`src/rtl/mag_ctrl_pkg.sv`:
```
// Shared state encoding and width helper for the magnetron power controller.
package mag_ctrl_pkg;

   typedef enum logic [1:0] {
      ST_IDLE  = 2'd0,
      ST_RUN   = 2'd1,
      ST_PAUSE = 2'd2,
      ST_DONE  = 2'd3
   } state_t;

   // Bits needed to hold a power level in 0..levels.
   function automatic int pw_width(input int levels);
      return $clog2(levels + 1);
   endfunction

endpackage

```
`src/rtl/mag_duty_gen.sv`:
```
// Slot-based duty generator: the output is high during the first `level` slots of each power period.
module mag_duty_gen
   import mag_ctrl_pkg::*;
#(
   parameter  int PWR_LEVELS  = 10,
   parameter  int SLOT_CYCLES = 4,
   localparam int PW          = pw_width(PWR_LEVELS)
) (
   input  logic          clk,
   input  logic          rst,
   input  logic          en,
   input  logic          restart,
   input  logic [PW-1:0] level,
   output logic          duty
);

   localparam int CW = (SLOT_CYCLES > 1) ? $clog2(SLOT_CYCLES) : 1;
   localparam int SW = (PWR_LEVELS > 1) ? $clog2(PWR_LEVELS) : 1;

   logic [CW-1:0] cyc_cnt;
   logic [SW-1:0] slot_idx;

   // The counters sit at zero whenever the next cycle is not a RUN cycle.
   always_ff @(posedge clk) begin
      if (rst || restart || !en) begin
         cyc_cnt  <= '0;
         slot_idx <= '0;
      end else if (cyc_cnt == CW'(SLOT_CYCLES - 1)) begin
         cyc_cnt <= '0;
         if (slot_idx == SW'(PWR_LEVELS - 1)) slot_idx <= '0;
         else                                 slot_idx <= slot_idx + SW'(1);
      end else begin
         cyc_cnt <= cyc_cnt + CW'(1);
      end
   end

   assign duty = PW'(slot_idx) < level;

endmodule

```
`src/rtl/magnetron_power_ctrl.sv`:
```
// Microwave magnetron controller: start/pause/cancel FSM plus slot-based power duty cycling.
module magnetron_power_ctrl
   import mag_ctrl_pkg::*;
#(
   parameter  int PWR_LEVELS  = 10,
   parameter  int SLOT_CYCLES = 4,
   localparam int PW          = pw_width(PWR_LEVELS)
) (
   input  logic          clk,
   input  logic          rst,
   input  logic          startn,
   input  logic          stopn,
   input  logic          clearn,
   input  logic          door_closed,
   input  logic          timer_done,
   input  logic [PW-1:0] power_sel,
   output logic          mag_on,
   output logic [1:0]    state,
   output logic          done_pulse
);

   state_t        state_q, state_d;
   logic [PW-1:0] pwr_q;
   logic          start_hist;
   logic          start_block;
   logic          done_q;
   logic          start_ev;
   logic          duty;

   // start_block keeps a button held through reset from counting as a fresh press.
   assign start_ev = !startn && start_hist && !start_block;

   always_ff @(posedge clk) begin
      if (rst) begin
         start_hist  <= 1'b1;
         start_block <= !startn;
      end else begin
         start_hist <= startn;
         if (startn) start_block <= 1'b0;
      end
   end

   always_comb begin
      state_d = state_q;
      unique case (state_q)
         ST_IDLE:
            if (start_ev && clearn && door_closed && !timer_done && power_sel != '0)
               state_d = ST_RUN;
         ST_RUN:
            if (!clearn)                     state_d = ST_IDLE;
            else if (!door_closed || !stopn) state_d = ST_PAUSE;
            else if (timer_done)             state_d = ST_DONE;
         ST_PAUSE:
            if (!clearn)                        state_d = ST_IDLE;
            else if (timer_done)                state_d = ST_DONE;
            else if (start_ev && door_closed)   state_d = ST_RUN;
         ST_DONE:
            if (!clearn || !door_closed) state_d = ST_IDLE;
         default: state_d = ST_IDLE;
      endcase
   end

   always_ff @(posedge clk) begin
      if (rst) begin
         state_q <= ST_IDLE;
         pwr_q   <= '0;
         done_q  <= 1'b0;
      end else begin
         state_q <= state_d;
         done_q  <= (state_d == ST_DONE) && (state_q != ST_DONE);
         if (state_q == ST_IDLE && state_d == ST_RUN) pwr_q <= power_sel;
      end
   end

   mag_duty_gen #(
      .PWR_LEVELS  (PWR_LEVELS),
      .SLOT_CYCLES (SLOT_CYCLES)
   ) u_duty (
      .clk     (clk),
      .rst     (rst),
      .en      (state_d == ST_RUN),
      .restart ((state_d == ST_RUN) && (state_q != ST_RUN)),
      .level   (pwr_q),
      .duty    (duty)
   );

   // Door term stays combinational so an opening door kills drive immediately.
   assign mag_on     = (state_q == ST_RUN) && door_closed && duty;
   assign state      = state_q;
   assign done_pulse = done_q;

endmodule

```
`config.mk`:
```
export PLATFORM = sky130hd
export DESIGN_NAME = magnetron_power_ctrl
export DESIGN_NICKNAME = d
export VERILOG_FILES = /design/src/rtl/mag_ctrl_pkg.sv /design/src/rtl/mag_duty_gen.sv /design/src/rtl/magnetron_power_ctrl.sv
export SDC_FILE = /design/constraint.sdc
export NUM_CORES = 1
export LEC_CHECK = 0
export CORE_MARGIN = 2
export CORE_UTILIZATION = 45
export CTS_CLUSTER_DIAMETER = 80
export CTS_CLUSTER_SIZE = 30
export DETAILED_ROUTE_END_ITERATION = 8
export GPL_ROUTABILITY_DRIVEN = 0
export GPL_TIMING_DRIVEN = 0
export PLACE_DENSITY_LB_ADDON = 0.15
export RECOVER_POWER = 50
export SYNTH_ARGS = -nofsm -noshare
export SYNTH_HDL_FRONTEND = slang
export SYNTH_SLANG_ARGS = --single-unit
```
`constraint.sdc`:
```
create_clock -name clk -period 3.3 [get_ports clk]
set_input_delay 0.99 -clock clk [delete_from_list [all_inputs] [get_ports clk]]
set_output_delay 0.99 -clock clk [all_outputs]
set_load 0.01 [all_outputs]
```
==> results of run 1 <==
[metal layers]
layer / vias up / part of all wire (%) / GRT usage (%)
li1: 337 / - / -
met1: 291 / 49 / 19.3
met2: 7 / 48 / 26.0
met3: 2 / 2.4 / 3.46
met4: 0 / 0.90 / 5.00
met5: - / 0 / 0
[cells in the final DEF (no fill, tap or decap), types with 2 or more instances in the layout]
master,netlist,routed
or2_2,2,2
nand2_1,3,3
nor2_1,3,3
clkbuf_4,0,3
mux2i_1,4,4
o211ai_1,2,2
dlygate4sd3_1,0,3
clkbuf_1,1,2
dfxtp_1,14,14
clkdlybuf4s50_1,0,10
or2b_1,4,4
nor2b_1,5,5
o21ai_0,4,4
or2b_2,4,4
a21oi_1,3,3
o2111a_1,2,2
xnor2_1,2,2
inv_1,7,7
ha_1,4,4
[power breakdown]
part / leakage (nW) / internal, mW / switching (mW)
Clock: 0.0150 / 0.0467 / 0.0521
Combinational: 0.226 / 0.0226 / 0.0148
Sequential: 0.124 / 0.186 / 0.00290
Total: 0.365 / 0.256 / 0.0698
[what timing repair did]
| item | 4_1_cts | 5_1_grt |
|---|---|---|
| endpoints found under the setup margin | 0 | 1 |
| hold buffers | 0 | 0 |
| hold endpoints to repair | 0 | 0 |
| gates resized for setup | 0 | 1 |
| buffers inserted | 0 | 0 |
[layout make-up]
class	count	area, um^2
Inverter	7	26.3
Tap cell	25	31.3
Multi-Input combinational cell	61	477
Clock buffer	4	26.3
Buffer	1	3.75
Sequential cell	15	310
Fill cell	162	709
Timing Repair Buffer	14	143
[path summary, 6_finish.rpt]
path | start | endpoint | slack [ps] | cells past startpoint
max | u_duty.slot_idx[1]$_SDFFE_PP0P_ | mag_on | 370 | 4
min | u_duty.cyc_cnt[0]$_SDFF_PP0_ | u_duty.cyc_cnt[0]$_SDFF_PP0_ | 430 | 1
max reg2reg | state[0]$_SDFF_PP0_ | pwr_q[0]$_SDFFE_PP0P_ | 1780 | 3
min reg2reg | u_duty.cyc_cnt[0]$_SDFF_PP0_ | u_duty.cyc_cnt[0]$_SDFF_PP0_ | 430 | 1
[registers in the layout (all words and copies together), names as in the netlist]
name	cells
pwr_q	4
state	2
u_duty.cyc_cnt	2
done_pulse	1
start_hist	1
start_block	1
u_duty.slot_idx	4
[critical path, stage by stage, from the launching register on]
cell,delay (ps)
dfxtp_1,420
ha_1,260
a211oi_1,220
o2111a_1,230
clkdlybuf4s50_1,540
[cell families after synthesis]
family | after synthesis | synth area share, %
fa+ha+maj | 4 | 6.08
simple gates | 35 | 31.6
mux | 4 | 4.86
xor+xnor | 2 | 2.13
buf+inv | 8 | 3.65
compound gates | 16 | 14.0
flops | 15 | 37.7
[metrics by stage]
stage	util (%)	setup WS, ps
6_report	58.9	368
5_1_grt	58.9	280
4_1_cts	59.1	14.9
3_5_place_dp	57.6	20.8
3_3_place_gp	57.6	-0.735
2_1_floorplan	-	1100
==> metrics.yaml, run 1 <==
status:
  run_status: "finished clean"
sta:
  hold_violations: 0
  rsz0062_at_grt: "no"
  fin_skew_ps: 5.08
  finalCriticalPeriod_ps: 2930
  fmax_mhz: 341
  tightest_slew_ps: 713
  timing.setup.tns_ps: 0
  whs_ps: 431
  setup_viol: 0
  maxSlewHeadroom_pct: 52.0
  finalCritPeriodShare_pct: 88.8
  finalMaxSlewViolations: 0
drt:
  dr.first_iter.drc_count: 5
  antenna_left: 0
  drtPass1Iterations: 4
  wl_per_cell_um: 11.4
  wl_um: 1450
  vias: 637
  drc_errors: 0
  viasPerCell: 5.02
pwr:
  ir_worst_vdd_mv: 0.257
  power_mw: 0.325
  leakage_nw: 0.365
  power_density_mw_per_mm2: 320
min_path:
  hold_class: "reg -> reg"
yosys:
  yosys.area.top_type: "dfxtp_1"
  synth_top_cells_by_count: "dfxtp_1 (14), inv_1 (7), nor2b_1 (5)"
  syn_avg_cell_area_um2: 9.80
  ys_seq_elements: 15
  yosysWarnings: 0
  synth_area_leaders: "dfxtp_1 (34%), ha_1 (6.1%), mux2i_1 (4.9%)"
  synth_edf_count: 1
  synth_seq_area_share_pct: 37.7
  synth_cells: 84
  syn-num-nets: 99
  async_reset_ff_share_pct: 0
  synth_area_um2: 823
  synth_most_common_cell: "dfxtp_1"
  ys.flop_type: "dfxtp_1"
  ys_types: 36
  yosys.area.top_type_share_pct: 34.0
floorplanning:
  ios: 15
  die-area_mm2: 0.00219
  rows: 15
  die_w_um: 46.8
  coreArea_mm2: 0.00173
  fp.dieH_um: 46.8
  initial_core_util_pct: 47.7
global_routing:
  grt_max_degree: 11
  antenna_found_initial: 0
  grt_pass1_wl_um: 2410
  grt_pass1_vias: 601
  overflow: 0
  grt_usage_pct: 15.4
clock_tree:
  numCtsBuffers: 3
  clk_pin_slew_ps: 90
  clk_latency_ps: 270
  cts-root-buf: "clkbuf_4"
  tritoncts: "yes"
  clk_path_buf_depth: 2
  htree_num_levels: 1
  clkSinkCount: 15
worst_setup_path:
  critPathLaunchType: "register"
  critPathMaxFanout: 7
  required_ps: 2310
  cp.arrival_ps: 1940
  endpoint_kind: "primary output"
  criticalPathCategory: "reg -> out"
cells_and_area:
  stdcell_area_mm2: 0.00102
  areaGrowthSynthToFinish_pct: 23.6
  n_antenna_cell: 0
  stdcell_count: 127
  drive_gt1_share_pct: 11.8
  final_net_count: 118
placement:
  dpl-instance-area_um2: 995
  portBuffers: 14
  post-dp-hpwl_um: 1110
  dp.cells: 123
run:
  max-cap-violations: 0
Power figures use the tool's default switching activity.
==> inputs of run 2 (changes only) <==
Settings changed: ABC_CLOCK_PERIOD_IN_PS set to 3300, CTS_CLUSTER_DIAMETER 80 to 40.
==> results of run 2 <==
Same layout as run 1: the final DEF is identical, and so are final timing and power.
